### src/rtl/tpg_multi.sv
// tpg_multi: programmable raster timing generator with four test patterns
// (ramp, colour bars, checkerboard, solid). All outputs are registered, so
// they describe the raster position of the previous enabled cycle.
// Optional build macro TPG_FRAME_CNT_EN adds an 8-bit frame counter output
// and makes the ramp and checker patterns move from frame to frame.
module tpg_multi #(
    parameter int PW        = 8,
    parameter int H_BITS    = 12,
    parameter int V_BITS    = 12,
    parameter int BAR_SHIFT = 4,
    parameter int CHK_SHIFT = 3
) (
    input  logic              clk,
    input  logic              rst,
    input  logic              en,
    input  logic [1:0]        mode,
    input  logic [3*PW-1:0]   solid_rgb,
    input  logic [H_BITS-1:0] tHS_START,
    input  logic [H_BITS-1:0] tHS_END,
    input  logic [H_BITS-1:0] tHACT_START,
    input  logic [H_BITS-1:0] tHACT_END,
    input  logic [H_BITS-1:0] tH_END,
    input  logic [V_BITS-1:0] tVS_START,
    input  logic [V_BITS-1:0] tVS_END,
    input  logic [V_BITS-1:0] tVACT_START,
    input  logic [V_BITS-1:0] tVACT_END,
    input  logic [V_BITS-1:0] tV_END,
    output logic              hs_q,
    output logic              vs_q,
    output logic              vld_q,
    output logic              sof_q,
    output logic              eol_q,
`ifdef TPG_FRAME_CNT_EN
    output logic [7:0]        frame_cnt,
`endif
    output logic [3*PW-1:0]   rgb
);

    logic [H_BITS-1:0] x_q, x_d;
    logic [V_BITS-1:0] y_q, y_d;
    logic [PW-1:0]     cnt_q, cnt_d;
    logic [1:0]        mode_q, mode_d;
    logic [3*PW-1:0]   rgb_q, rgb_d;
    logic [7:0]        frame_cnt_q, frame_cnt_d;
    logic              hs_d, vs_d, vld_d, sof_d, eol_d;

    logic              hs, vs, act, origin, line_end, frame_end;
    logic [H_BITS-1:0] hx, hx_chk;
    logic [V_BITS-1:0] vy;
    logic [2:0]        bar;
    logic [PW-1:0]     ramp;
    logic [PW-1:0]     ones;
    logic [3*PW-1:0]   pix;
    logic              unused_bits;

    assign ones = {PW{1'b1}};

    // Timing decode from the current raster position (half-open intervals)
    always_comb begin
        hs        = (x_q >= tHS_START) && (x_q < tHS_END);
        vs        = (y_q >= tVS_START) && (y_q < tVS_END);
        act       = (x_q >= tHACT_START) && (x_q < tHACT_END) &&
                    (y_q >= tVACT_START) && (y_q < tVACT_END);
        origin    = (x_q == '0) && (y_q == '0);
        line_end  = (x_q == tH_END);
        frame_end = line_end && (y_q == tV_END);
    end

    // Pattern generation relative to the top-left active pixel
    always_comb begin
        hx = x_q - tHACT_START;
        vy = y_q - tVACT_START;
`ifdef TPG_FRAME_CNT_EN
        hx_chk = hx + H_BITS'(frame_cnt_q);
        ramp   = cnt_q + PW'(frame_cnt_q);
`else
        hx_chk = hx;
        ramp   = cnt_q;
`endif
        bar = hx[BAR_SHIFT+2:BAR_SHIFT];
        pix = '0;
        case (mode_q)
            2'd0: pix = {ramp, ramp, ramp};
            2'd1: pix = {(bar[1] ? '0 : ones), (bar[2] ? '0 : ones), (bar[0] ? '0 : ones)};
            2'd2: pix = (hx_chk[CHK_SHIFT] ^ vy[CHK_SHIFT]) ? {3*PW{1'b1}} : '0;
            default: pix = solid_rgb;
        endcase
    end

    // Only a few bits of the relative coordinates feed the patterns
    assign unused_bits = &{1'b0, hx, hx_chk, vy};

    // Next-state: raster advance, pattern latch at frame start, output decode
    always_comb begin
        x_d         = x_q;
        y_d         = y_q;
        cnt_d       = cnt_q;
        mode_d      = mode_q;
        frame_cnt_d = frame_cnt_q;
        hs_d        = hs_q;
        vs_d        = vs_q;
        vld_d       = 1'b0;
        sof_d       = 1'b0;
        eol_d       = 1'b0;
        rgb_d       = '0;
        if (en) begin
            hs_d  = hs;
            vs_d  = vs;
            vld_d = act;
            sof_d = act && (x_q == tHACT_START) && (y_q == tVACT_START);
            eol_d = act && (x_q == tHACT_END - H_BITS'(1));
            rgb_d = act ? pix : '0;
            if (line_end) begin
                x_d = '0;
                y_d = (y_q == tV_END) ? '0 : y_q + V_BITS'(1);
            end else begin
                x_d = x_q + H_BITS'(1);
            end
            if (origin) begin
                mode_d = mode;
                cnt_d  = '0;
            end else if (act) begin
                cnt_d = cnt_q + PW'(1);
            end
            if (frame_end)
                frame_cnt_d = frame_cnt_q + 8'd1;
        end
    end

    // State and output registers with synchronous reset
    always_ff @(posedge clk) begin
        if (rst) begin
            x_q         <= '0;
            y_q         <= '0;
            cnt_q       <= '0;
            mode_q      <= '0;
            frame_cnt_q <= '0;
            hs_q        <= 1'b0;
            vs_q        <= 1'b0;
            vld_q       <= 1'b0;
            sof_q       <= 1'b0;
            eol_q       <= 1'b0;
            rgb_q       <= '0;
        end else begin
            x_q         <= x_d;
            y_q         <= y_d;
            cnt_q       <= cnt_d;
            mode_q      <= mode_d;
            frame_cnt_q <= frame_cnt_d;
            hs_q        <= hs_d;
            vs_q        <= vs_d;
            vld_q       <= vld_d;
            sof_q       <= sof_d;
            eol_q       <= eol_d;
            rgb_q       <= rgb_d;
        end
    end

    assign rgb = rgb_q;
`ifdef TPG_FRAME_CNT_EN
    assign frame_cnt = frame_cnt_q;
`else
    logic unused_frame_cnt;
    assign unused_frame_cnt = &{1'b0, frame_cnt_q};
`endif

endmodule

### config.mk
export PLATFORM = sky130hd
export DESIGN_NAME = tpg_multi
export DESIGN_NICKNAME = d
export VERILOG_FILES = /design/src/rtl/tpg_multi.sv
export SDC_FILE = /design/constraint.sdc
export NUM_CORES = 1
export LEC_CHECK = 0
export CORE_ASPECT_RATIO = 1.4
export CORE_UTILIZATION = 50
export CTS_CLUSTER_DIAMETER = 30
export DETAILED_ROUTE_END_ITERATION = 16
export HOLD_SLACK_MARGIN = 0.12
export PLACE_DENSITY = 0.87
export RECOVER_POWER = 25
export SYNTH_ARGS = -nofsm -noshare
export SYNTH_HDL_FRONTEND = slang
export SYNTH_SLANG_ARGS = --single-unit
export TNS_END_PERCENT = 1
### constraint.sdc
create_clock -name clk -period 5.5 [get_ports clk]
set_clock_uncertainty 0.1 [all_clocks]
set_input_delay 0.55 -clock clk [delete_from_list [all_inputs] [get_ports clk]]
set_output_delay 0.55 -clock clk [all_outputs]
set_load 0.03 [all_outputs]
After elaboration in Yosys (flattened, before gate mapping)
Index checks and enable logic that the tools add are counted.
{"block": "word_totals", "rom_bits": 0, "inputBits": 149, "mem_bits_rw": 0, "mem_count": 0, "output_inout_bits": 29, "wordCells": 61, "latchBits": 0, "regBits": 63}
{"block": "classes", "mux": 9, "div_mod_pow": 0, "multipliers": 0, "add_sub_neg": 6, "n_eq_ne": 7, "order_cmp": 8, "reduce_logical": 18, "n_bitwise": 3, "shifts": 0}
{"op": "one-hot mux 24 bit (3 select lines)", "n": 1}
{"op": "== test 12 bit", "n": 5}
{"op": "greater-or-equal comparator 12 bit", "n": 4}
{"op": "< comparator 12 bit", "n": 4}
{"op": "2-to-1 mux 8 bit", "n": 5}
{"op": "adder 12 x 1 -> 12 bit, second input constant", "n": 2}
{"op": "zero test 12 bit", "n": 2}
{"op": "2-to-1 mux 12 bit", "n": 2}
{"op": "2-to-1 mux 24 bit", "n": 1}
{"op": "subtractor 12 x 1 -> 12 bit, second input constant", "n": 1}
{"op": "logical AND 1 bit", "n": 9}
{"op": "adder 8 x 1 -> 8 bit, second input constant", "n": 1}
{"op": "subtractor 7 bit", "n": 1}
{"op": "AND reduction 2 bit", "n": 3}
{"op": "subtractor 4 bit", "n": 1}
{"op": "OR reduction 3 bit", "n": 1}
{"op": "== test 2 x 1 -> 1 bit, second input constant", "n": 1}
{"op": "== test 2 bit, second input constant", "n": 1}
{"op": "zero test 2 bit", "n": 1}
{"op": "NOT 1 bit", "n": 2}
{"op": "nonzero test 2 bit", "n": 1}
{"op": "OR reduction 2 bit", "n": 1}
{"op": "XOR 1 bit", "n": 1}

Depth between registers and ports, before layout
{"block": "logic_depth", "word_depth": 6, "mapped_depth": 11, "depth_no_buf": 9}

Worst setup path after synthesis
Ideal clock, no wire load.
{"block": "synth_timing", "path_kind": "input port to flip-flop", "startpoint": "in tVACT_END[2]", "endpoint": "reg cnt_q[6]", "arrival_time_ps": 2371, "slack_ps": 2967, "stages": 10, "setup_ps": 62, "path_cell_list": "inv_1 -> ha_1 -> a211o_1 -> a31oi_1 -> o21ai_1 -> a21oi_2 -> nand4_2 -> buf_6 -> or4_1 -> nand3_1"}
{"block": "synth_between", "elab_chain_cells": 4}
{"item": "start, declared", "line": "26", "text": "input logic [V_BITS-1:0] tVACT_END,"}
{"item": "< comparator 12 bit", "line": "63", "text": "(y_q >= tVACT_START) && (y_q < tVACT_END);"}
{"item": "logical AND 1 bit", "line": "63"}
{"item": "nonzero test 2 bit (no source line)"}
{"item": "AND reduction 2 bit (no source line)"}
{"item": "end signal, assigned", "line": "147", "text": "cnt_q <= cnt_d;"}
{"item": "end, declared", "line": "41", "text": "logic [PW-1:0] cnt_q, cnt_d;"}
No other way between the ends.
A chain may end at the register's enable or synchronous reset.

Worst setup path after layout
{"block": "layout_timing", "startpoint": "in tHACT_END[9]", "endpoint": "reg eol_q"}
{"block": "layout_between", "elab_chain_cells": 5, "word_cells_on_any_way": 7}
{"item": "start, declared", "line": "21", "text": "input logic [H_BITS-1:0] tHACT_END,"}
{"item": "branches (longest 4 deep; another with subtractor 12 x 1 -> 12 bit)"}
{"item": "logical AND 1 bit (*)", "line": "111", "text": "eol_d = act && (x_q == tHACT_END - H_BITS'(1));"}
{"item": "end signal, assigned", "line": "154", "text": "eol_q <= eol_d;"}
{"item": "end, declared", "line": "32", "text": "output logic eol_q,"}
Every way passes the cells marked *.

==> qor.log <==
INFO  finish         finalNetCount=1127
INFO  cts            post_cts_resize_count=0
INFO  synthesis      synthesis.instances=716
INFO  timing         tightest_slew=0.953ns
INFO  cts            cts_max_path_bufs=2
INFO  synthesis      synthesis.area=0.00572mm2
INFO  finish         final_core_util=0.715
INFO  global_routing grt_pass1_wl=25600um
INFO  route          initial_drc_count=378
INFO  synthesis      synthDistinctLibCells=58
INFO  synthesis      ys_ff_latch=63
INFO  hold_path      min_path_cells=2
INFO  timing         timing.fmax=289MHz
INFO  cts            cts_htree_levels=3
INFO  route          routed_via_density=5.54
INFO  route          drt_wl_total=15500um
INFO  synthesis      ys.warnings.count=0
INFO  timing         final.setup.tns=0ns
INFO  placement      setup_slack_placement=1.75ns
INFO  synthesis      synth_edf_count=0
INFO  placement      gpl.final_weighted_congestion=0.973
INFO  floorplan      floorplan.die_area=0.0119mm2
INFO  timing         setup_viol_count_final=0
INFO  pwr            power.density=172mW/mm2
INFO  status         run_status=complete, no violations
INFO  floorplan      placementRows=45
INFO  cts            cts_tree=built
INFO  cts            clkSlewWorstSetupHoldPaths=0.06ns
INFO  timing         final_critical_path_setup_slack=2.04ns
INFO  cts            worstSkewPairLatency=0.34ns
INFO  finish         area_delta_synth_final=37.1%
INFO  timing         slew_viol_final=0
INFO  synthesis      postSynth.asyncResetShare=0
INFO  synthesis      post_synth.cell_area_avg=7.99um2
INFO  finish         multi_input_area=0.00393mm2
INFO  route          dr_wl_cell=15.1um
INFO  worst_setup_path critical_path_class=in -> reg
INFO  worst_setup_path arrival=3.58ns
INFO  placement      place_hpwl=12400um
INFO  hold_path      hold_path.class=reg -> reg
INFO  cts            buffers_inserted_by_post_cts_timing_repair=0
INFO  route          antenna_violating_nets_post_route=0
INFO  finish         fill_cells=847
INFO  worst_setup_path cp.required=5.62ns
INFO  timing         max-slew-margin-rel=0.364
INFO  global_routing overflow=0
INFO  global_routing global_route.usage.total=0.272
INFO  finish         layout.area.seq=0.00126mm2
INFO  synthesis      postSynthNetCount=964
INFO  route          route.detailed.drc=0
INFO  global_routing grt_pass1_vias=5631
INFO  cts            cts_made_buffers=9
INFO  cts            cts.sink_count=63
INFO  pwr            ir_worst_vdd=0.128mV
INFO  synthesis      synth_ff_type=sky130_fd_sc_hd__dfxtp_1
INFO  global_routing grt_antenna_before_repair=0
INFO  pwr            p_leak=3.71nW
INFO  timing         fin_crit=3.46ns
INFO  route          vias=5680
INFO  finish         antennaDiodeCount=0
INFO  route          drtPass1Iterations=5
INFO  worst_setup_path critPathMaxFanout=27
INFO  worst_setup_path type_of_element_launching_the_critical_path=primary input
INFO  flow_run       maxCapViolations=0
INFO  timing         finalCritPeriodShare=0.629
INFO  floorplan      core_region_area=0.0110mm2
INFO  timing         finalHoldWorstSlack=0.377ns
INFO  global_routing largest_net_degree_at_the_start_of_global_routing=28
INFO  synthesis      synth_seq_area_share=0.220
INFO  cts            hold_buffers=0
INFO  worst_setup_path endpoint_kind=flop
INFO  floorplan      effective_utilization_at_floorplan=0.521
INFO  timing         timing.final.hold_violations=0
INFO  finish         post_route_cells_drive_above_1_share=0.0351
INFO  floorplan      ioPinCount=178
INFO  cts            cts_root_buf=sky130_fd_sc_hd__clkbuf_16
INFO  timing         unrepaired_setup_endpoints_after_global_routing=false
INFO  floorplan      die_h=129um
INFO  floorplan      die_w=92.4um
INFO  placement      port_buffers=177
INFO  pwr            p_total=0.00135W
INFO  worst_setup_path worst_r2r_path_depth=8
-- cell usage in the layout, fill, tap and decap left out, types with 3 or more instances in the layout --
cell,netlist,layout
sky130_fd_sc_hd__a211o_1,3,3
sky130_fd_sc_hd__a211oi_1,4,4
sky130_fd_sc_hd__a21o_1,20,20
sky130_fd_sc_hd__a21oi_1,31,31
sky130_fd_sc_hd__a31oi_1,28,28
sky130_fd_sc_hd__and2_1,3,3
sky130_fd_sc_hd__and3_1,5,5
sky130_fd_sc_hd__and4_1,6,6
sky130_fd_sc_hd__clkbuf_16,0,9
sky130_fd_sc_hd__clkdlybuf4s50_1,0,154
sky130_fd_sc_hd__dfxtp_1,63,63
sky130_fd_sc_hd__dlygate4sd3_1,0,23
sky130_fd_sc_hd__ha_1,99,99
sky130_fd_sc_hd__inv_1,102,102
sky130_fd_sc_hd__mux2i_1,5,5
sky130_fd_sc_hd__nand2_1,55,55
sky130_fd_sc_hd__nand2b_1,12,12
sky130_fd_sc_hd__nand3_1,27,27
sky130_fd_sc_hd__nand3b_1,3,3
sky130_fd_sc_hd__nand4_1,23,23
sky130_fd_sc_hd__nor2_1,48,48
sky130_fd_sc_hd__nor2b_1,6,6
sky130_fd_sc_hd__nor3_1,9,9
sky130_fd_sc_hd__nor4_1,7,7
sky130_fd_sc_hd__nor4b_1,3,3
sky130_fd_sc_hd__o211ai_1,7,7
sky130_fd_sc_hd__o21ai_0,17,17
sky130_fd_sc_hd__or2_2,3,3
sky130_fd_sc_hd__or3_1,6,6
sky130_fd_sc_hd__or4_1,6,6
sky130_fd_sc_hd__xnor2_1,40,40
sky130_fd_sc_hd__xor2_1,17,17
-- cells by family after synthesis --
| group | Yosys count | share of synthesized area |
|---|---|---|
| compound gates | 131 | 0.151 |
| simple gates | 231 | 0.213 |
| fa+ha+maj | 99 | 0.216 |
| mux | 5 | 0.00875 |
| xor+xnor | 60 | 0.0969 |
| buf+inv | 127 | 0.0936 |
| flops | 63 | 0.220 |
-- where the power goes --
group          internal [W]  switching (W)
clock              0.000402       0.000225
combinational      0.000153       0.000106
sequential         0.000459     0.00000570
total               0.00101       0.000337
-- worst max-delay path: stages --
cell,delay (ns)
sky130_fd_sc_hd__clkdlybuf4s50_1,0.52
sky130_fd_sc_hd__inv_1,0.10
sky130_fd_sc_hd__ha_1,0.31
sky130_fd_sc_hd__a211o_1,0.26
sky130_fd_sc_hd__o211ai_1,0.09
sky130_fd_sc_hd__nand4_1,0.20
sky130_fd_sc_hd__a21oi_2,0.19
sky130_fd_sc_hd__nand4_2,0.28
sky130_fd_sc_hd__or2_1,0.65
sky130_fd_sc_hd__nor4_1,0.44
-- synth_stat cells, types with 3 or more instances --
master	number	share of area
sky130_fd_sc_hd__inv_1	102	0.067
sky130_fd_sc_hd__a21oi_1	31	0.027
sky130_fd_sc_hd__buf_2	8	0.0070
sky130_fd_sc_hd__nand4_1	23	0.025
sky130_fd_sc_hd__o211ai_1	7	0.0092
sky130_fd_sc_hd__dfxtp_1	63	0.22
sky130_fd_sc_hd__nand3b_1	3	0.0039
sky130_fd_sc_hd__a21o_1	20	0.026
sky130_fd_sc_hd__and3_1	5	0.0055
sky130_fd_sc_hd__or2_2	3	0.0033
sky130_fd_sc_hd__nor3_1	9	0.0079
sky130_fd_sc_hd__nand2b_1	12	0.013
sky130_fd_sc_hd__nand3_1	27	0.024
sky130_fd_sc_hd__xor2_1	17	0.026
sky130_fd_sc_hd__or4_1	6	0.0079
sky130_fd_sc_hd__and4_1	6	0.0092
sky130_fd_sc_hd__buf_6	6	0.012
sky130_fd_sc_hd__o21ai_0	17	0.015
sky130_fd_sc_hd__and2_1	3	0.0033
sky130_fd_sc_hd__nor4b_1	3	0.0046
sky130_fd_sc_hd__nor2_1	48	0.031
sky130_fd_sc_hd__a211o_1	3	0.0046
sky130_fd_sc_hd__mux2i_1	5	0.0087
sky130_fd_sc_hd__nor2b_1	6	0.0066
sky130_fd_sc_hd__ha_1	99	0.22
sky130_fd_sc_hd__or3_1	6	0.0066
sky130_fd_sc_hd__nor4_1	7	0.0077
sky130_fd_sc_hd__nand2_1	55	0.036
sky130_fd_sc_hd__xnor2_1	40	0.061
sky130_fd_sc_hd__clkbuf_1	10	0.0066
sky130_fd_sc_hd__a31oi_1	28	0.031
sky130_fd_sc_hd__a211oi_1	4	0.0052
-- routing by layer --
layer | track usage | vias up | share of wire
met1 | 0.299 | 2611 | 0.40
met4 | 0.153 | 0 | 0.045
met3 | 0.0319 | 45 | 0.042
met5 | 0 | - | 0
li1 | - | 2827 | -
met2 | 0.501 | 197 | 0.51
-- metrics by stage --
stage / cell area (um2) / std cells
after floorplan: 5720 / 716
after global placement: 7520 / 1009
after detailed placement: 7520 / 1009
after CTS: 7850 / 1025
after global routing: 7850 / 1025
final: 7850 / 1025
-- flip-flops by register name (all words and copies together) (netlist names) --
signal	flops
rgb	24
x_q	12
y_q	12
cnt_q	8
mode_q	2
eol_q	1
hs_q	1
sof_q	1
vld_q	1
vs_q	1
-- path summary, 6_finish.rpt --
| path | start | end | slack (ns) |
|---|---|---|---|
| worst min register to register | hs_q$_SDFFE_PP0P_ | hs_q$_SDFFE_PP0P_ | 0.38 |
| worst max register to register | x_q[9]$_SDFFE_PP0P_ | eol_q$_SDFF_PP0_ | 2.16 |
| worst max-delay path | tHACT_END[9] | eol_q$_SDFF_PP0_ | 2.04 |
| worst min-delay path | hs_q$_SDFFE_PP0P_ | hs_q$_SDFFE_PP0P_ | 0.38 |
-- cell type report --
cell class / instances / share of cell area
Clock inverter: 7 / 0.0134
Clock buffer: 9 / 0.0287
Multi-Input combinational cell: 526 / 0.500
Inverter: 102 / 0.0488
Timing Repair Buffer: 177 / 0.226
Tap cell: 141 / 0.0225
Sequential cell: 63 / 0.161
Power figures use the tool's default switching activity.
